## config.mk

```make
export PLATFORM = sky130hd
export DESIGN_NAME = frame_builder_flat
export DESIGN_NICKNAME = d
export VERILOG_FILES = /design/src/rtl/frame_builder_if.sv /design/src/rtl/frame_builder.sv /design/src/flat_wrapper.sv
export SDC_FILE = /design/constraint.sdc
export NUM_CORES = 1
export LEC_CHECK = 0
export BUFFER_PORTS_ARGS = -buffer_cell sky130_fd_sc_hd__buf_2
export CORE_ASPECT_RATIO = 2
export CORE_MARGIN = 8
export CORE_UTILIZATION = 60
export CTS_BUF_LIST = sky130_fd_sc_hd__clkbuf_4 sky130_fd_sc_hd__clkbuf_8
export DETAILED_ROUTE_END_ITERATION = 10
export GPL_ROUTABILITY_DRIVEN = 1
export PLACE_DENSITY_LB_ADDON = 0.08
export SLEW_MARGIN = 20
export SYNTH_ARGS = -nofsm -noshare
export SYNTH_HDL_FRONTEND = slang
export SYNTH_SLANG_ARGS = --single-unit
```

## constraint.sdc

```tcl
create_clock -name clk -period 15.7 [get_ports clk]
set_clock_uncertainty 0.05 [all_clocks]
set_input_delay 1.57 -clock clk [delete_from_list [all_inputs] [get_ports clk]]
set_output_delay 1.57 -clock clk [all_outputs]
set_load 0.02 [all_outputs]
```

## src/rtl/frame_builder_if.sv

```systemverilog
// Pixel stream, frame control and front-buffer bus between the game logic (master) and frame_builder (slave).
interface frame_builder_if #(
  parameter int ROWS = 8,
  parameter int COLS = 16,
  parameter int XW   = 4,
  parameter int YW   = 3
);
  logic                 frame_start;
  logic                 pix_valid;
  logic                 pix_ready;
  logic [XW-1:0]        pix_x;
  logic [YW-1:0]        pix_y;
  logic                 pix_last;
  logic                 busy;
  logic                 frame_done;
  logic                 collision;
  logic [ROWS*COLS-1:0] pixelReg;

  modport master (
    output frame_start, pix_valid, pix_x, pix_y, pix_last,
    input  pix_ready, busy, frame_done, collision, pixelReg
  );

  modport slave (
    input  frame_start, pix_valid, pix_x, pix_y, pix_last,
    output pix_ready, busy, frame_done, collision, pixelReg
  );
endinterface

```

## src/rtl/frame_builder.sv

```systemverilog
// Clears a back buffer (ROWS cycles), draws streamed pixels (pix_ready only in DRAW), swaps into pixelReg one cycle after pix_last.
// Optional FRAME_BUILDER_COLLISION_EN: sticky collision flag when a pixel lands on an already-lit bit.
module frame_builder #(
  parameter int ROWS = 8,
  parameter int COLS = 16,
  parameter int XW   = 4,
  parameter int YW   = 3
) (
  input  logic             clk,
  input  logic             aclr,
  frame_builder_if.slave   bus
);
  localparam int NB = ROWS * COLS;
  localparam int IW = (NB > 1) ? $clog2(NB) : 1;
  localparam int CW = (ROWS > 1) ? $clog2(ROWS) : 1;

  typedef enum logic [1:0] {IDLE, CLEAR, DRAW, SWAP} state_t;

  state_t          state, state_nxt;
  logic [NB-1:0]   back;
  logic [NB-1:0]   front;
  logic [CW-1:0]   row_cnt;
  logic            busy_q;
  logic            done_q;

  logic            pix_ready;
  logic            start_frame;
  logic            clear_row;
  logic            accept;
  logic            do_swap;
  logic            in_range;
  logic [IW-1:0]   pix_idx;

  assign in_range = (int'(bus.pix_x) < COLS) && (int'(bus.pix_y) < ROWS);
  assign pix_idx  = IW'(COLS * int'(bus.pix_y) + int'(bus.pix_x));

  always_ff @(posedge clk or posedge aclr) begin
    if (aclr) state <= IDLE;
    else      state <= state_nxt;
  end

  always_comb begin
    state_nxt   = state;
    pix_ready   = 1'b0;
    start_frame = 1'b0;
    clear_row   = 1'b0;
    accept      = 1'b0;
    do_swap     = 1'b0;
    case (state)
      IDLE: begin
        if (bus.frame_start) begin
          start_frame = 1'b1;
          state_nxt   = CLEAR;
        end
      end
      CLEAR: begin
        clear_row = 1'b1;
        if (row_cnt == CW'(ROWS - 1)) state_nxt = DRAW;
      end
      DRAW: begin
        pix_ready = 1'b1;
        accept    = bus.pix_valid;
        if (bus.pix_valid && bus.pix_last) state_nxt = SWAP;
      end
      SWAP: begin
        do_swap   = 1'b1;
        state_nxt = IDLE;
      end
      default: state_nxt = IDLE;
    endcase
  end

  always_ff @(posedge clk or posedge aclr) begin
    if (aclr) begin
      back    <= '0;
      front   <= '0;
      row_cnt <= '0;
      busy_q  <= 1'b0;
      done_q  <= 1'b0;
    end else begin
      done_q <= do_swap;
      if (start_frame) begin
        busy_q  <= 1'b1;
        row_cnt <= '0;
      end
      if (clear_row) begin
        back[COLS*row_cnt +: COLS] <= '0;
        row_cnt                    <= row_cnt + 1'b1;
      end
      // Out-of-range coordinates are consumed but never touch the buffer.
      if (accept && in_range) back[pix_idx] <= 1'b1;
      if (do_swap) begin
        front  <= back;
        busy_q <= 1'b0;
      end
    end
  end

`ifdef FRAME_BUILDER_COLLISION_EN
  logic coll_q;

  always_ff @(posedge clk or posedge aclr) begin
    if (aclr)                                     coll_q <= 1'b0;
    else if (start_frame)                         coll_q <= 1'b0;
    else if (accept && in_range && back[pix_idx]) coll_q <= 1'b1;
  end

  assign bus.collision = coll_q;
`else
  assign bus.collision = 1'b0;
`endif

  assign bus.pix_ready  = pix_ready;
  assign bus.busy       = busy_q;
  assign bus.frame_done = done_q;
  assign bus.pixelReg   = front;
endmodule

```

## src/flat_wrapper.sv

```systemverilog
// flat-port wrapper written by rule: the top's interface ports become plain ports
module frame_builder_flat 
#(
  parameter int ROWS = 8,
  parameter int COLS = 16,
  parameter int XW   = 4,
  parameter int YW   = 3
)
  (clk, aclr, bus_frame_start, bus_pix_valid, bus_pix_x, bus_pix_y, bus_pix_last, bus_pix_ready, bus_busy, bus_frame_done, bus_collision, bus_pixelReg);
  frame_builder_if #(.ROWS(ROWS), .COLS(COLS), .XW(XW), .YW(YW)) bus_i ();
  input  logic clk;
  input  logic aclr;
  input wire logic [$bits(bus_i.frame_start)-1:0] bus_frame_start;
  input wire logic [$bits(bus_i.pix_valid)-1:0] bus_pix_valid;
  input wire logic [$bits(bus_i.pix_x)-1:0] bus_pix_x;
  input wire logic [$bits(bus_i.pix_y)-1:0] bus_pix_y;
  input wire logic [$bits(bus_i.pix_last)-1:0] bus_pix_last;
  output wire logic [$bits(bus_i.pix_ready)-1:0] bus_pix_ready;
  output wire logic [$bits(bus_i.busy)-1:0] bus_busy;
  output wire logic [$bits(bus_i.frame_done)-1:0] bus_frame_done;
  output wire logic [$bits(bus_i.collision)-1:0] bus_collision;
  output wire logic [$bits(bus_i.pixelReg)-1:0] bus_pixelReg;
  assign bus_i.frame_start = bus_frame_start;
  assign bus_i.pix_valid = bus_pix_valid;
  assign bus_i.pix_x = bus_pix_x;
  assign bus_i.pix_y = bus_pix_y;
  assign bus_i.pix_last = bus_pix_last;
  assign bus_pix_ready = bus_i.pix_ready;
  assign bus_busy = bus_i.busy;
  assign bus_frame_done = bus_i.frame_done;
  assign bus_collision = bus_i.collision;
  assign bus_pixelReg = bus_i.pixelReg;
  frame_builder #(.ROWS(ROWS), .COLS(COLS), .XW(XW), .YW(YW)) u_core (.clk(clk), .aclr(aclr), .bus(bus_i));
endmodule
```

==> run summary <==
The run finished with clean final reports. In the final routed layout, each cell accounts on average for between 20 and 25 um. In this run the tightest slew margin relative to its limit is 26.8%. The number of hold buffers added after CTS is 0. Power spread over the standard cell area amounts to about 190 nW/um2. Entering global routing, the biggest net connects 120 pins. For this run, the post-layout net count is 825. The deepest level of the CTS H-tree came out at 2.

In the synthesized netlist the async set-or-reset flop fraction comes to 100%. Cell internal power was estimated by the tool at 1.52 mW. The number of optimization iterations in the first detailed-route pass came out at 5. The iteration-0 DRC count of the detailed router came out at 360. The endpoint identified for the worst register-to-register timing path is u_core.bus.pixelReg[43]$_DFFE_PP0P_. The post-route antenna net violation count is 0. Measured along the y axis, the die boundary spans 198 um. The number of placed instances, taps included, is roughly 970.

Max-cap violations in this run came to 0. The congestion estimate from routability-driven global placement came to ~0.85. The area of the core came out at 16200 um2. The relative contribution of combinational cells to total power is ~28%.

The switching component of the power is 0.725 mW. Data on the critical path is required at its endpoint by 14.08 ns. The routed design could run at a clock period as short as 3.27 ns. The cell count of the worst reg-to-reg path came out at 3. The worst path uses 20.8% of the clock period. The sequential power share is 42.7%. The total wire length after detailed routing came out at 23300 um.

The worst setup path is launched from a flop. STA classifies the critical path endpoint as an output port. The maximum clock insertion buffer count came out at 3. The effective utilization at floorplan came out at between 60% and 70%. CTS placed an instance of sky130_fd_sc_hd__clkbuf_8 at the clock tree root. The max-slew violation total from the final report is 0. After clock tree synthesis, the setup repair step added 0 buffers.

The flop-to-flop setup slack came out at 13.02 ns. The clock share of power came out at between 20% and 30%. The count of standard-cell rows is 66. The path class of the tightest hold or removal check is flop to flop. The maximum frequency from static timing analysis came out at 0.306 GHz. The number of fill cells is around 1100. The detailed router used layers up to and including met4. Along the worst hold path, the cell count comes to 1.

The number of buffers added by the clock tree synthesis step is 37. The met2 wirelength from detailed routing came out at 12700 um. The routed length on met1 came out at ~8700 um. The post-synthesis cell area came out at slightly below 10000 um2.

The worst setup path category is flop to output port. After synthesis, the cell types taking the most area are sky130_fd_sc_hd__dfrtp_1 (66%), sky130_fd_sc_hd__mux2_2 (15%), sky130_fd_sc_hd__a22o_1 (7.8%). During I/O placement, the number of pins put on the boundary was ~140. STA puts the critical path data arrival time at 1.65 ns. Cells fill 72.4% of the core in the end. The post-synthesis instance total came out at 655. The most used flip-flop cell after synthesis is sky130_fd_sc_hd__dfrtp_1. The total congestion overflow after global routing is 0. The final non-filler cell total is a little over 1000.

The number of hold violations in the final report came to 0. The wire length of the first global-routing pass came out at 37300 um. The count of buffers added on input and output ports is 142. The vias after detailed routing came out at 6157. Of the total power, the share spent switching nets is 32.2%. The number of synthesized flops with an enable pin came out at 0. The flip-flop and latch count after synthesis came out at roughly 260. The half-perimeter wire length after detailed placement came out at 16100 um.

The sequential fraction of the synthesis area came out at 66.4%. The synthesized netlist contains 31 unique library cells. In this run the static leakage power is 6.14 nW. The setup-violating endpoint count in the final report is 0. The total negative slack is 0 ns. The mean area per synthesized cell came out at around 15 um2.

The slew at the pin with the worst max-slew slack is 1.09 ns. After detailed routing, the number of vias per cell comes to slightly below 6. The clock transition time at the flip-flop clock pins of the worst setup and hold paths came out at 0.07 ns. The area overhead of the layout relative to synthesis is 18.2%. The antenna diode count is 0. The die covers 21100 um2. The x dimension of the die came out at 107 um.

The worst-case vdd ir drop is 0.000110 V. The CTS tree is yes. In the routed design, unresolved DRC markers number 0. The number of nets produced by synthesis came out at 676. The total of warnings raised by yosys is 0. In the final layout, the share of cells above drive strength 1 is a little over two fifths. The most area-hungry cell type in the Yosys netlist is sky130_fd_sc_hd__dfrtp_1. The via count of the first global-routing pass was 6654. The share of Yosys cell area claimed by the top area cell type is 66.4%. For hold timing, the worst endpoint is u_core.back[63]$_DFF_PP0_. The CTS sink count came out at 263. The source of the worst hold timing path is u_core.back[63]$_DFF_PP0_. The number of antenna violations at the first check in global routing came out at 0.

Of all nets on the critical path, the largest fanout is 7. Gates resized during post-CTS repair numbered 0. Global routing used 22.6% of the available tracks.

The detailed route wirelength on metal3 came out at 1170 um. At the later pin of the worst-skew pair, clock insertion delay measures 0.51 ns. Setup repair after global routing left no endpoint under its margin. In this run the critical register-to-register path is launched from u_core.state[0]$_DFFE_PP0P_.
final cells by class:
| class | instances | area [um2] | area share [%] |
|---|---|---|---|
| Timing Repair Buffer | 149 | 767 | 6.55 |
| Clock inverter | 15 | 278 | 2.37 |
| Inverter | 9 | 41.3 | 0.352 |
| Tap cell | 204 | 255 | 2.18 |
| Clock buffer | 48 | 636 | 5.42 |
| Sequential cell | 263 | 6580 | 56.2 |
| Multi-Input combinational cell | 344 | 3160 | 27.0 |
critical path, cell delays in order, from the launching register on:
cell and delay [ns]:
sky130_fd_sc_hd__dfrtp_1 0.45, sky130_fd_sc_hd__inv_1 0.14, sky130_fd_sc_hd__ha_1 0.32, sky130_fd_sc_hd__buf_2 0.23
worst max-delay path by stage:
| stage | start | endpoint | slack (ns) | cells after the start |
|---|---|---|---|---|
| after floorplan | aclr | u_core.back[0]$_DFF_PP0_ | 6.84 | 1 |
| after global placement | aclr | u_core.back[19]$_DFF_PP0_ | 12.33 | 3 |
| after detailed placement | aclr | u_core.back[17]$_DFF_PP0_ | 12.26 | 3 |
| after CTS | u_core.state[0]$_DFFE_PP0P_ | bus_pix_ready | 12.41 | 3 |
| after global routing | u_core.state[0]$_DFFE_PP0P_ | bus_pix_ready | 12.32 | 3 |
| final | u_core.state[0]$_DFFE_PP0P_ | bus_pix_ready | 12.43 | 3 |
logic make-up (layout without fill, tap and decap cells):
logic type	after synthesis	count (layout)	synth area share [%]
AO/OA/AOI/OAI	138	138	12.1
adder cells (fa/ha/maj)	9	9	1.14
buffers and inverters	48	221	2.01
flip-flops	263	263	66.4
multiplexers	129	129	14.7
other	1	1	0.0378
AND/OR/NAND/NOR	67	67	3.72
synth_stat cells (2+ instances only):
cell / count
sky130_fd_sc_hd__a22o_1: 88
sky130_fd_sc_hd__and3b_1: 2
sky130_fd_sc_hd__buf_2: 12
sky130_fd_sc_hd__clkbuf_1: 26
sky130_fd_sc_hd__dfrtp_1: 263
sky130_fd_sc_hd__ha_1: 9
sky130_fd_sc_hd__inv_1: 9
sky130_fd_sc_hd__mux2_2: 129
sky130_fd_sc_hd__nand2_1: 17
sky130_fd_sc_hd__nand2b_1: 6
sky130_fd_sc_hd__nand3_1: 3
sky130_fd_sc_hd__nand4_1: 3
sky130_fd_sc_hd__nor2_1: 15
sky130_fd_sc_hd__nor2b_1: 4
sky130_fd_sc_hd__nor3_1: 3
sky130_fd_sc_hd__nor3_2: 6
sky130_fd_sc_hd__o2111ai_1: 3
sky130_fd_sc_hd__o21ai_0: 2
sky130_fd_sc_hd__o2bb2ai_1: 40
sky130_fd_sc_hd__or2_1: 4
power by group through the flow:
stage / clock [mW] / sequential (mW) / combinational, mW
CTS: 0.659 / 0.960 / 0.651
finish: 0.649 / 0.959 / 0.641
global route: 0.686 / 0.980 / 0.690
global placement: 0 / 0.960 / 0.627
detailed placement: 0 / 0.970 / 0.649
floorplan: 0 / 1.07 / 0.325
state kept, by name, summed over array words and instances (netlist names):
register / flops
u_core.row_cnt: 3
u_core.bus.pixelReg: 128
u_core.back: 128
u_core.state: 2
u_core.bus.frame_done: 1
u_core.bus.busy: 1
cell usage in the layout (no fill, tap or decap), types with 2 or more instances in the layout:
master / n
sky130_fd_sc_hd__a22o_1: 88
sky130_fd_sc_hd__and3b_1: 2
sky130_fd_sc_hd__buf_2: 142
sky130_fd_sc_hd__buf_4: 6
sky130_fd_sc_hd__bufinv_16: 8
sky130_fd_sc_hd__clkbuf_4: 4
sky130_fd_sc_hd__clkbuf_8: 44
sky130_fd_sc_hd__clkinv_2: 6
sky130_fd_sc_hd__dfrtp_1: 263
sky130_fd_sc_hd__ha_1: 8
sky130_fd_sc_hd__inv_1: 8
sky130_fd_sc_hd__mux2_2: 129
sky130_fd_sc_hd__nand2_1: 17
sky130_fd_sc_hd__nand2b_1: 6
sky130_fd_sc_hd__nand3_1: 3
sky130_fd_sc_hd__nand4_1: 3
sky130_fd_sc_hd__nor2_1: 14
sky130_fd_sc_hd__nor2b_1: 4
sky130_fd_sc_hd__nor3_2: 8
sky130_fd_sc_hd__o2111ai_1: 3
sky130_fd_sc_hd__o21ai_0: 2
sky130_fd_sc_hd__o2bb2ai_1: 40
sky130_fd_sc_hd__or2_1: 4
metrics by stage:
stage | cell area, um2 | hold slack, ns | worst slack (ns) | total power [mW]
3_3_place_gp | 10800 | 0.419 | 12.33 | 1.59
5_1_grt | 11700 | 0.452 | 12.32 | 2.35
6_report | 11700 | 0.441 | 12.43 | 2.25
2_1_floorplan | 9910 | 0.401 | 6.84 | 1.40
4_1_cts | 11700 | 0.444 | 12.41 | 2.27
3_5_place_dp | 10800 | 0.421 | 12.26 | 1.62
per-layer routing:
metal | GRT usage (%) | vias up
li1 | - | 2709
met1 | 25.8 | 3197
met2 | 39.8 | 207
met3 | 4.27 | 44
met4 | 9.97 | 0
met5 | 0 | -
Note: power is estimated with default switching activity, not from simulation.
